**src/rtl/mem_copy_pkg.sv**
```systemverilog
// rtl/mem_copy_pkg.sv - shared types and default widths for the memory copy engine
//   Contents: W/A default widths, FSM state encoding, copy direction.
package mem_copy_pkg;

  localparam int W = 8;
  localparam int A = 8;

  // Engine FSM state encoding; the engine mirrors these as 2-bit constants.
  typedef enum logic [1:0] {
    S_IDLE  = 2'd0,
    S_READ  = 2'd1,
    S_WRITE = 2'd2,
    S_DONE  = 2'd3
  } state_e;

  // ASC walks both pointers upward from the first words, DESC walks downward
  // from the last words so an overlapping destination never clobbers unread source.
  typedef enum logic {
    DIR_ASC  = 1'b0,
    DIR_DESC = 1'b1
  } dir_e;

endpackage

```
**src/rtl/mem_copy_engine_if.sv**
```systemverilog
// rtl/mem_copy_engine_if.sv - data memory port shared by the copy engine and the memory
//   master: MemWrite, DataAddress, DataIn out; DataOut in (combinational read data)
//   slave : the data memory side of the same signals
interface mem_copy_engine_if #(
  parameter int W = 8,
  parameter int A = 8
) ();

  logic         MemWrite;
  logic [A-1:0] DataAddress;
  logic [W-1:0] DataIn;
  logic [W-1:0] DataOut;

  modport master (
    output MemWrite,
    output DataAddress,
    output DataIn,
    input  DataOut
  );

  modport slave (
    input  MemWrite,
    input  DataAddress,
    input  DataIn,
    output DataOut
  );

endinterface

```
**src/rtl/copy_dir_calc.sv**
```systemverilog
// rtl/copy_dir_calc.sv - chooses copy direction and first pointers for a request
//   SrcAddr, DstAddr : first source / destination address
//   Len              : word count, 0..2**A
//   dir              : DIR_DESC when the destination starts inside the source range
//   src_start, dst_start : pointers for the first word moved
module copy_dir_calc
  import mem_copy_pkg::*;
#(
  parameter int A = 8
) (
  input  logic [A-1:0] SrcAddr,
  input  logic [A-1:0] DstAddr,
  input  logic [A:0]   Len,
  output dir_e         dir,
  output logic [A-1:0] src_start,
  output logic [A-1:0] dst_start
);

  localparam logic [A-1:0] ONE = {{(A-1){1'b0}}, 1'b1};

  logic [A-1:0] delta;
  logic [A-1:0] last_off;
  logic         overlap;

  // Distance from source to destination around the ring. If the destination
  // lands inside [Src, Src+Len) an ascending copy would overwrite unread words.
  assign delta    = DstAddr - SrcAddr;
  // Len = 2**A has zero low bits, so this still yields 2**A-1 as required.
  assign last_off = Len[A-1:0] - ONE;
  assign overlap  = (Len != '0) && (delta != '0) && ({1'b0, delta} < Len);

  assign dir       = overlap ? DIR_DESC : DIR_ASC;
  assign src_start = overlap ? (SrcAddr + last_off) : SrcAddr;
  assign dst_start = overlap ? (DstAddr + last_off) : DstAddr;

endmodule

```
**src/rtl/mem_copy_engine.sv**
```systemverilog
// rtl/mem_copy_engine.sv - memmove-style word copier driving a single-port data memory
//   Clk, Reset       : clock, synchronous active-high reset
//   Start            : request pulse, accepted only in IDLE
//   SrcAddr, DstAddr : first source / destination address (sampled at acceptance)
//   Len              : word count 0..2**A (sampled at acceptance)
//   Busy, Done       : busy from READ through DONE, one-cycle completion pulse
//   dmem             : memory port (MemWrite, DataAddress, DataIn, DataOut)
module mem_copy_engine
  import mem_copy_pkg::*;
#(
  parameter int W = 8,
  parameter int A = 8
) (
  input  logic                Clk,
  input  logic                Reset,
  input  logic                Start,
  input  logic [A-1:0]        SrcAddr,
  input  logic [A-1:0]        DstAddr,
  input  logic [A:0]          Len,
  output logic                Busy,
  output logic                Done,
  mem_copy_engine_if.master   dmem
);

  localparam logic [1:0] IDLE  = S_IDLE;
  localparam logic [1:0] READ  = S_READ;
  localparam logic [1:0] WRITE = S_WRITE;
  localparam logic [1:0] DONE  = S_DONE;

  localparam logic [A-1:0] PTR_ONE = {{(A-1){1'b0}}, 1'b1};
  localparam logic [A:0]   CNT_ONE = {{A{1'b0}}, 1'b1};

  logic [1:0]   state;
  logic [A-1:0] src_ptr;
  logic [A-1:0] dst_ptr;
  logic [A:0]   remaining;
  dir_e         dir;
  logic [W-1:0] data_latch;

  dir_e         calc_dir;
  logic [A-1:0] calc_src;
  logic [A-1:0] calc_dst;

  copy_dir_calc #(.A(A)) u_dir_calc (
    .SrcAddr   (SrcAddr),
    .DstAddr   (DstAddr),
    .Len       (Len),
    .dir       (calc_dir),
    .src_start (calc_src),
    .dst_start (calc_dst)
  );

  always_ff @(posedge Clk) begin
    if (Reset) begin
      state      <= IDLE;
      src_ptr    <= '0;
      dst_ptr    <= '0;
      remaining  <= '0;
      dir        <= DIR_ASC;
      data_latch <= '0;
    end else begin
      case (state)
        IDLE: begin
          if (Start) begin
            dir       <= calc_dir;
            src_ptr   <= calc_src;
            dst_ptr   <= calc_dst;
            remaining <= Len;
            state     <= (Len != '0) ? READ : DONE;
          end
        end
        READ: begin
          data_latch <= dmem.DataOut;
          state      <= WRITE;
        end
        WRITE: begin
          if (dir == DIR_DESC) begin
            src_ptr <= src_ptr - PTR_ONE;
            dst_ptr <= dst_ptr - PTR_ONE;
          end else begin
            src_ptr <= src_ptr + PTR_ONE;
            dst_ptr <= dst_ptr + PTR_ONE;
          end
          remaining <= remaining - CNT_ONE;
          state     <= (remaining == CNT_ONE) ? DONE : READ;
        end
        default: begin
          // DONE: Start is deliberately not looked at here.
          state <= IDLE;
        end
      endcase
    end
  end

  always_comb begin
    dmem.MemWrite    = 1'b0;
    dmem.DataAddress = '0;
    dmem.DataIn      = '0;
    Done             = 1'b0;
    Busy             = (state != IDLE);
    case (state)
      READ: begin
        dmem.DataAddress = src_ptr;
      end
      WRITE: begin
        dmem.DataAddress = dst_ptr;
        dmem.DataIn      = data_latch;
        // Gated with Reset so an aborting reset edge never commits a write.
        dmem.MemWrite    = !Reset;
      end
      DONE: begin
        Done = 1'b1;
      end
      default: begin
      end
    endcase
  end

endmodule

```
**src/flat_wrapper.sv**
```systemverilog
// flat-port wrapper written by rule: the top's interface ports become plain ports
module mem_copy_engine_flat import mem_copy_pkg::*;
#(
  parameter int W = 8,
  parameter int A = 8
)
  (Clk, Reset, Start, SrcAddr, DstAddr, Len, Busy, Done, dmem_MemWrite, dmem_DataAddress, dmem_DataIn, dmem_DataOut);
  mem_copy_engine_if #(.W(W), .A(A)) dmem_i ();
  input  logic Clk;
  input  logic Reset;
  input  logic Start;
  input  logic [A-1:0] SrcAddr;
  input  logic [A-1:0] DstAddr;
  input  logic [A:0] Len;
  output logic Busy;
  output logic Done;
  output wire logic [$bits(dmem_i.MemWrite)-1:0] dmem_MemWrite;
  output wire logic [$bits(dmem_i.DataAddress)-1:0] dmem_DataAddress;
  output wire logic [$bits(dmem_i.DataIn)-1:0] dmem_DataIn;
  input wire logic [$bits(dmem_i.DataOut)-1:0] dmem_DataOut;
  assign dmem_MemWrite = dmem_i.MemWrite;
  assign dmem_DataAddress = dmem_i.DataAddress;
  assign dmem_DataIn = dmem_i.DataIn;
  assign dmem_i.DataOut = dmem_DataOut;
  mem_copy_engine #(.W(W), .A(A)) u_core (.Clk(Clk), .Reset(Reset), .Start(Start), .SrcAddr(SrcAddr), .DstAddr(DstAddr), .Len(Len), .Busy(Busy), .Done(Done), .dmem(dmem_i));
endmodule
```
**config.mk**
```make
export PLATFORM = sky130hd
export DESIGN_NAME = mem_copy_engine_flat
export DESIGN_NICKNAME = d
export VERILOG_FILES = /design/src/rtl/mem_copy_pkg.sv /design/src/rtl/mem_copy_engine_if.sv /design/src/rtl/copy_dir_calc.sv /design/src/rtl/mem_copy_engine.sv /design/src/flat_wrapper.sv
export SDC_FILE = /design/constraint.sdc
export NUM_CORES = 1
export LEC_CHECK = 0
export ABC_AREA = 1
export CAP_MARGIN = 10
export CORE_MARGIN = 2
export CORE_UTILIZATION = 45
export DETAILED_ROUTE_END_ITERATION = 10
export GPL_ROUTABILITY_DRIVEN = 0
export GPL_TIMING_DRIVEN = 1
export PLACE_DENSITY = 0.66
export SYNTH_ARGS = -nofsm -noshare
export SYNTH_HDL_FRONTEND = slang
export SYNTH_SLANG_ARGS = --single-unit
```
**constraint.sdc**
```tcl
create_clock -name Clk -period 3.7 [get_ports Clk]
set_clock_uncertainty 0.1 [all_clocks]
set_input_delay 0.555 -clock Clk [delete_from_list [all_inputs] [get_ports Clk]]
set_output_delay 0.555 -clock Clk [all_outputs]
set_load 0.01 [all_outputs]
```
==> flow_results.org, run 1 <==
** Outcome
- The flow ran to the end, and the final reports show no timing, DRC or antenna violations.

** Min path
- Hold Path Class :: flip-flop to flip-flop
- Along the worst hold path, the cell count comes to 2.

** Global route
- For this run, global-route usage on met3 was measured as about 2.8%.
- Antenna violations before repair :: 0
- The via count of the first global-routing pass was 4030.
- Wire length of the first global-routing pass :: 18660 um
- For this run the aggregate overflow at the end of global routing stands at 0.
- Global-route usage over all layers :: 23.29%
- For this run, global-route usage on met2 was measured as between 40% and 50%.
- Largest net degree at the start of global routing :: 34
- Busiest layer in global routing :: met2
- In the global route stage, met1 resource usage came out at a little under a third.

** CTS
- CTS Sinks :: 36
- Number of buffers on the longest clock path :: 2
- Clock network latency to the later pin of the worst-skew pair :: 0.29 ns
- Number of instances resized during post-cts repair :: 0
- Clk root buf :: clkbuf_8
- CTS tree :: built
- Number of hold-repair buffers added at the cts stage :: 0
- Post-CTS setup-driven buffer insertion count :: 0
- Total number of H-tree levels :: 2
- Clock transition at path regs :: around 0.08 ns
- Counting the buffers created by CTS gives 5.

** Floorplan
- Vertical die dimension :: 98.73 um
- 55 I/O pins were placed.
- Standard cell core area :: 8721 um^2
- Horiz. Die Dim :: 98.73 um
- Row generation in the floorplan step produced 34 rows.
- Total die area :: 9747 um^2
- Effective utilization at floorplan :: between 40% and 50%

** Logic synthesis
- Of the post-synthesis cell area, the part taken by muxes is 0%.
- The synthesized design contains 0 enable-type register cells.
- Counting flops and latches in the post-synthesis netlist gives 36.
- The largest total area in the synthesized netlist belongs to dfxtp_1.
- Synthesized cell area :: 4038 um^2
- Share of synthesized area occupied by flip-flops and latches :: 17.85%
- The number of nets handed over by synthesis was approximately 700.
- nand2_1 is the most common cell in the netlist.
- Counting instances in the post-synthesis netlist gives the leading cell types as 146 x nand2_1, 88 x inv_1, 67 x a21oi_1.
- After synthesis, the largest area contributor takes up around 18% of total cell area.
- Main synth FF type :: dfxtp_1
- Of the total synthesized cell area, the portion taken by full adders, half adders and majority gates is 17.04%.
- Synthesis handed over a netlist of roughly 630 instances.
- Post-Synth Simple-Gate Area :: 28.42%
- Largest family of logic cells by synthesized area :: simple AND/OR/NAND/NOR gates
- After synthesis, the share of flip-flops with an asynchronous set or reset is 0%.
- The synthesized netlist devotes 19.34% of its cell area to compound gates.
- Mean post-synth cell area :: 6.450 um^2
- YS warnings :: 0
- Sorting the synthesized cells by area gives the leading types as dfxtp_1 18%, ha_1 15%, nand2_1 14%, a21oi_1 8.3%, inv_1 8.2%.
- The number of different library cells used by synthesis comes to 41.
- Xor and xnor area share after synthesis :: 6.260%

** STA
- The clock period could shrink to 3.396 ns.
- Setup slack closes at 0.3036 ns.
- Summed over all failing endpoints, the final setup total negative slack is 0 ns.
- Setup repair after global routing missed its margin :: no
- Hold Violations, Final :: 0
- Setup violations remaining at the end of the flow were counted as 0.
- The final critical path takes up 91.79% of the cycle.
- Count of pins over their slew limit :: 0
- For this run, the top clock speed supported by timing is 0.2944 GHz.
- For the pin with the worst max-slew slack, the measured transition is about 0.77 ns.
- In this run the tightest slew margin relative to its limit is between 40 and 50%.

** Final layout
- The post-route netlist has 8.772% of its cells at a drive strength greater than 1.
- The number of antenna diodes in the final layout is 0.
- Relative to the synthesized area, the layout overhead comes to 20.20%.
- Across the whole layout, storage elements account for approximately 720 um^2.
- The filler cells instantiated in the layout total 869.
- Cells fill 55.65% of the core in the end.
- Summing all multi-input logic gate instances after layout gives between 2000 and 3000 um^2.
- Non-filler instance count after layout :: 792
- Net total in the final layout :: between 700 and 800

** Placement
- Worst setup slack after placement :: -0.07230 ns
- Placed cells :: 782
- Detailed placement HPWL :: 8909 um
- In this run the tool buffered the top-level ports with 54 buffer cells.

** Detailed routing
- Wires add up to around 11000 um.
- After detailed routing, the number of remaining DRC violations is 0.
- First-iteration detailed-routing DRC count :: 228
- Using the TritonRoute via totals, the vias-per-cell ratio works out to roughly 5.3.
- Detailed routing inserted a total of 4201 vias.
- Average wire per standard cell :: around 14 um
- Number of nets with antenna violations after routing :: 0
- Number of detailed-routing iterations run before antenna repair :: 5

** Power and ir drop
- Worst ir drop on vdd :: 202.6 uV
- For this design the static power due to leakage is roughly 0.0024 uW.
- Power spread over the standard cell area amounts to between 300 and 400 nW/um^2.

** Setup path
- STA classifies the critical path endpoint as a flip-flop.
- Required time at the worst-slack endpoint :: 3.79 ns
- Along the worst path, the maximum fanout reaches 13.
- STA classifies the critical path startpoint as an input pin.
- Reg2reg path depth :: 9
- Data arrives at the worst endpoint at 3.48 ns.
- The critical path is of the input pin to flip-flop type.

** Job
- Max-capacitance violation count :: 0
[registers in the layout (all words and copies together) (netlist names)]
name,count
u_core.data_latch,8
u_core.dir,1
u_core.dst_ptr,8
u_core.state,2
u_core.src_ptr,8
u_core.remaining,9
[stage by stage]
stage | hold slack [ns] | cell area [um^2] | power (uW)
after floorplan | 0.3525 | 4038 | 1055
after global placement | 0.3776 | 4705 | 1240
after detailed placement | 0.3838 | 4705 | 1260
after CTS | 0.3960 | 4816 | 1620
after global routing | 0.4240 | 4853 | 1765
final | 0.3911 | 4853 | 1628
[critical path, stage by stage]
cell and delay [ns]:
clkdlybuf4s50_1 0.49, ha_1 0.16, inv_1 0.07, fa_1 0.43, nand2_1 0.11, nand3_2 0.08
xor2_2 0.21, inv_1 0.07, ha_1 0.29, nand2_1 0.09, inv_1 0.04, nand2_1 0.05
nand2_1 0.06, nand2_2 0.19, nand3_4 0.23, nand2_1 0.13, nand3_1 0.08, nand2_1 0.09
a21oi_2 0.05
[power breakdown]
part           internal, uW  total (uW)  leakage, uW  switching [uW]
Combinational           318         798      0.00202             481
Clock                   200         353    0.0000541             154
Sequential              436         477     0.000297            40.9
[per-layer routing]
metal | share of wire (%) | wire length [um]
met3 | 3.3 | 377
met1 | 48 | 5431
met2 | 48 | 5430
met4 | 1.2 | 136
met5 | 0 | 0
[area by class of cell]
class	count	share of cell area [%]
clock buffers	5	1.418
multi-input cells	480	59.89
inverters	95	7.347
clock inverters	3	0.8765
repair buffers	65	12.84
flip-flops and latches	36	14.85
well taps	108	2.784
[cells in the final DEF, fill, tap and decap left out, types with 3 or more instances in the layout]
| cell | netlist | final |
|---|---|---|
| nand2_1 | 146 | 145 |
| inv_1 | 88 | 88 |
| a21oi_1 | 67 | 67 |
| clkdlybuf4s50_1 | 0 | 54 |
| ha_1 | 47 | 47 |
| o21ai_0 | 46 | 46 |
| nor2_1 | 44 | 44 |
| dfxtp_1 | 36 | 36 |
| nand3_1 | 32 | 32 |
| xor2_1 | 16 | 16 |
| xnor2_1 | 11 | 11 |
| buf_4 | 0 | 11 |
| nand2_2 | 9 | 10 |
| a21oi_2 | 7 | 7 |
| nand3b_1 | 7 | 7 |
| o21ai_2 | 7 | 7 |
| nand4_1 | 6 | 6 |
| inv_2 | 5 | 5 |
| fa_1 | 5 | 5 |
| clkbuf_8 | 0 | 5 |
| nand3_4 | 2 | 4 |
| o21ai_1 | 3 | 3 |
[logic make-up after synthesis]
logic type,count (synthesis)
flops,36
xor+xnor,28
compound gates,140
fa+ha+maj,52
buf+inv,112
simple gates,258
[path summary, 6_finish.rpt]
check | endpoint | from | slack, ns
setup reg to reg | u_core.src_ptr[2] | u_core.state[0] | 0.91
hold reg to reg | u_core.remaining[5] | u_core.remaining[5] | 0.39
hold / removal | u_core.remaining[5] | u_core.remaining[5] | 0.39
setup / recovery | u_core.dst_ptr[0] | SrcAddr[0] | 0.30
No activity file was read; power rests on OpenSTA's default activity.
==> run 2: changes to the inputs <==
--- a/config.mk
+++ b/config.mk
@@ -6,13 +6,14 @@
 export NUM_CORES = 1
 export LEC_CHECK = 0
 export ABC_AREA = 1
+export ABC_CLOCK_PERIOD_IN_PS = 3700
 export CAP_MARGIN = 10
 export CORE_MARGIN = 2
-export CORE_UTILIZATION = 45
+export CORE_UTILIZATION = 57
 export DETAILED_ROUTE_END_ITERATION = 10
 export GPL_ROUTABILITY_DRIVEN = 0
 export GPL_TIMING_DRIVEN = 1
-export PLACE_DENSITY = 0.66
+export PLACE_DENSITY = 0.8
 export SYNTH_ARGS = -nofsm -noshare
 export SYNTH_HDL_FRONTEND = slang
 export SYNTH_SLANG_ARGS = --single-unit
==> flow_results.org, run 2 (same netlist as run 1, synthesis figures left out) <==
** Outcome
- Status: finished, final reports clean (unchanged).

** CTS
- The clock tree root driver cell was clkbuf_8 (unchanged).
- Total number of H-tree levels :: 2 (unchanged)
- CTS Sinks :: 36 (unchanged)
- Number of instances resized during post-cts repair :: 0 (unchanged)
- The number of buffers inserted during clock tree synthesis is 5 (unchanged).
- CTS tree :: built (unchanged)
- The deepest clock path buffer count is 2 (unchanged).
- Clock network latency to the later pin of the worst-skew pair :: 0.29 ns (about the same)
- The post-CTS setup buffer count came to 0 (unchanged).
- The hold-fix buffer count after cts was 0 (unchanged).
- Clock transition at path regs :: 0.08 ns (about the same)

** Setup path
- The element type at the critical path end is a flip-flop (unchanged).
- The critical-path cell with the highest stage delay was clkdlybuf4s50_1 (unchanged).
- The critical path data required time was 3.83 ns (was 3.79 ns).
- Type of the worst setup path :: input pin to flip-flop (unchanged)
- The maximum cell stage delay along the critical path is 0.46 ns (was 0.49 ns).
- Worst Setup Start Kind :: input pin (unchanged)
- The most repeated library cell on the critical path was nand2_1 (unchanged).
- The buffer and inverter count on the worst path is 6 (was 4).
- Cells traversed along the worst timing path :: clkdlybuf4s50_1, inv_1, ha_1, inv_1, fa_1, nand3_1, nand4_1, nand2_1, inv_1, ha_1, nand2_1, inv_1, nand2_1, nand2_1, nand2_1, nand2_1, nand2_2, nand3_4, buf_12, nand2_1, o21ai_2, nand2_1, a21oi_1 (was clkdlybuf4s50_1, ha_1, inv_1, fa_1, nand2_1, nand3_2, xor2_2, inv_1, ha_1, nand2_1, inv_1, nand2_1, nand2_1, nand2_2, nand3_4, nand2_1, nand3_1, nand2_1, a21oi_2)
- Critical path arrival :: 3.51 ns (was 3.48 ns)
- Crit path max fanout :: 26 (was 13)
- Family with the most delay on the worst path :: simple AND/OR/NAND/NOR gates (unchanged)

** Final layout
- Combined area of the multi-input logic cells :: 2872 um^2 (was 2907 um^2)
- Antenna diode count :: 0 (unchanged)
- Flip-flop and latch area :: 720.7 um^2 (unchanged)
- The number of flip-flops in the largest register was 9 (unchanged).
- The most common cell after layout, fill and taps aside is nand2_1 (unchanged).
- FILL cells :: 599 (was 869)
- Reg with most FFs :: u_core.remaining (unchanged)
- Net total in the final layout :: 767 (was 771)
- The growth of design area from synthesis to finish is 19.27% (was 20.20%).
- Non-filler instance count after layout :: 776 (was 792)
- Most used cells in the layout excluding fill and tap cells: 145 x nand2_1, 88 x inv_1, 67 x a21oi_1 (unchanged).
- The fraction of layout instances using a drive strength above 1 came to 8.235% (was 8.772%).

** Global route
- Global-route usage over all layers :: 28.14% (was 23.29%)
- Antenna violations before repair :: 0 (unchanged)
- Remaining global-route overflow :: 0 (unchanged)
- The global-route wire length before repair came to 17460 um (was 18660 um).
- The maximum number of pins on one net before global-route repair came to 34 (unchanged).
- Via count of the first global-routing pass :: 3877 (was 4030)

** Detailed routing
- First-iteration detailed-routing DRC count :: 336 (was 228)
- WL final :: 10740 um (was 11380 um)
- Number of DRC violations after detailed routing :: 0 (unchanged)
- The post-detailed-route wirelength per cell was 13.84 um (was 14.36 um).
- The number of routed nets with antenna violations is 0 (unchanged).
- Routed via count :: 4253 (was 4201)
- Number of detailed-routing iterations run before antenna repair :: 5 (unchanged)
- Via density per instance :: 5.481 (was 5.304)

** Placement
- The quantity of I/O buffers inserted on ports is 54 (unchanged).
- The final HPWL from detailed placement is 8360 um (was 8909 um).
- Placed cells :: 768 (was 782)

** STA
- The number of endpoints failing setup at the final stage is 0 (unchanged).
- Count of pins over their slew limit :: 0 (unchanged)
- The highest attainable clock frequency is 0.2960 GHz (was 0.2944 GHz).
- Slew at the pin closest to its max-slew limit :: 0.7038 ns (was 0.7731 ns)
- Setup repair after global routing missed its margin: no (unchanged).
- The total negative setup slack is 0 ns (unchanged).
- The worst slew margin relative to its limit came to 53.03% (was 48.46%).
- The minimum clock period was 3.378 ns (was 3.396 ns).
- Hold Violations, Final :: 0 (unchanged)
- Final cycle utilization of the critical path :: 91.31% (was 91.79%)

** Power and ir drop
- Clock share of power :: 23.4% (was 21.7%)
- Switching share of power :: 40.03% (was 41.47%)
- Total power divided by cell area :: 344.5 nW/um^2 (was 335.5 nW/um^2)
- The internal power of the cells is 995.0 uW (was 953.0 uW).
- The part of the power in combinational logic was 47.9% (was 49.0%).
- Register share of total power :: 28.7% (was 29.3%)
- Worst ir drop on vdd :: 202.7 uV (was 202.6 uV)
- Total design power :: 1659 uW (was 1628 uW)
- The leakage power figure was 0.002354 uW (was 0.002374 uW).
- Total net switching power :: 664.2 uW (was 675.2 uW)

** Floorplan
- I/O pin count :: 55 (unchanged)
- Standard cell core area :: 6832 um^2 (was 8721 um^2)
- The site row count was 30 (was 34).
- Effective utilization at floorplan :: 59.10% (was 46.30%)
- Vertical die dimension :: 88.17 um (was 98.73 um)
- Horiz. Die Dim :: 88.17 um (was 98.73 um)
- The area enclosed by the die boundary is 7773 um^2 (was 9747 um^2).

** Job
- Max-capacitance violation count :: 0 (unchanged)

** Min path
- The worst hold path class is flip-flop to flip-flop (unchanged).
run 2: cell count changes in the layout (fill, tap and decap cells not counted):
cell	previous run	this run
clkinv_2	1	0
buf_12	0	1
clkinvlp_4	1	0
clkbuf_8	5	7
nand3_4	4	2
buf_4	11	8
run 2: power groups by stage:
stage / sequential, uW / clock (uW) / combinational, uW
floorplan: 476 / 0 / 578
global placement: 482 / 0 / 755
detailed placement: 483 / 0 / 778
CTS: 474 / 389 / 787
global route: 481 / 408 / 893
finish: 476 / 389 / 794
run 2: final cells by class:
type | instances | share of cell area, %
Timing Repair Buffer | 63 | 12.89
Tap cell | 96 | 2.494
Multi-Input combinational cell | 478 | 59.63
Clock buffer | 7 | 2.001
Inverter | 95 | 7.405
Sequential cell | 36 | 14.96
Clock inverter | 1 | 0.6235
run 2: worst paths after layout:
| kind | cells past startpoint | start | endpoint | slack [ns] |
|---|---|---|---|---|
| setup / recovery | 23 | DstAddr[0] | u_core.src_ptr[4] | 0.32 |
| hold / removal | 2 | u_core.remaining[5] | u_core.remaining[5] | 0.38 |
| setup reg to reg | 9 | u_core.state[0] | u_core.src_ptr[3] | 1.09 |
| hold reg to reg | 2 | u_core.remaining[5] | u_core.remaining[5] | 0.38 |
run 2: layer usage:
metal	part of all wire (%)	wire length (um)	global-route usage (%)	vias to the layer above
met2	47	5085	48.05	133
met1	46	4895	37.59	1962
met3	5.5	591	3.864	20
met5	0	0	0	-
li1	-	-	-	2138
met4	1.6	170	6.612	0
run 2: stage by stage:
stage	setup slack (ns)	utilization, %	instance area, um^2	hold WS, ns
2_1_floorplan	0.7574	-	4038	0.3525
3_3_place_gp	0.1271	68.61	4687	0.3707
3_5_place_dp	0.02774	68.61	4687	0.3796
4_1_cts	0.3306	70.46	4813	0.3871
5_1_grt	0.06009	70.49	4816	0.4135
6_report	0.3216	70.49	4816	0.3836
run 2: tightest hold or removal path: stages (launching register included):
cell and delay, ns:
dfxtp_1 0.32, nand2_1 0.07, a21oi_1 0.05
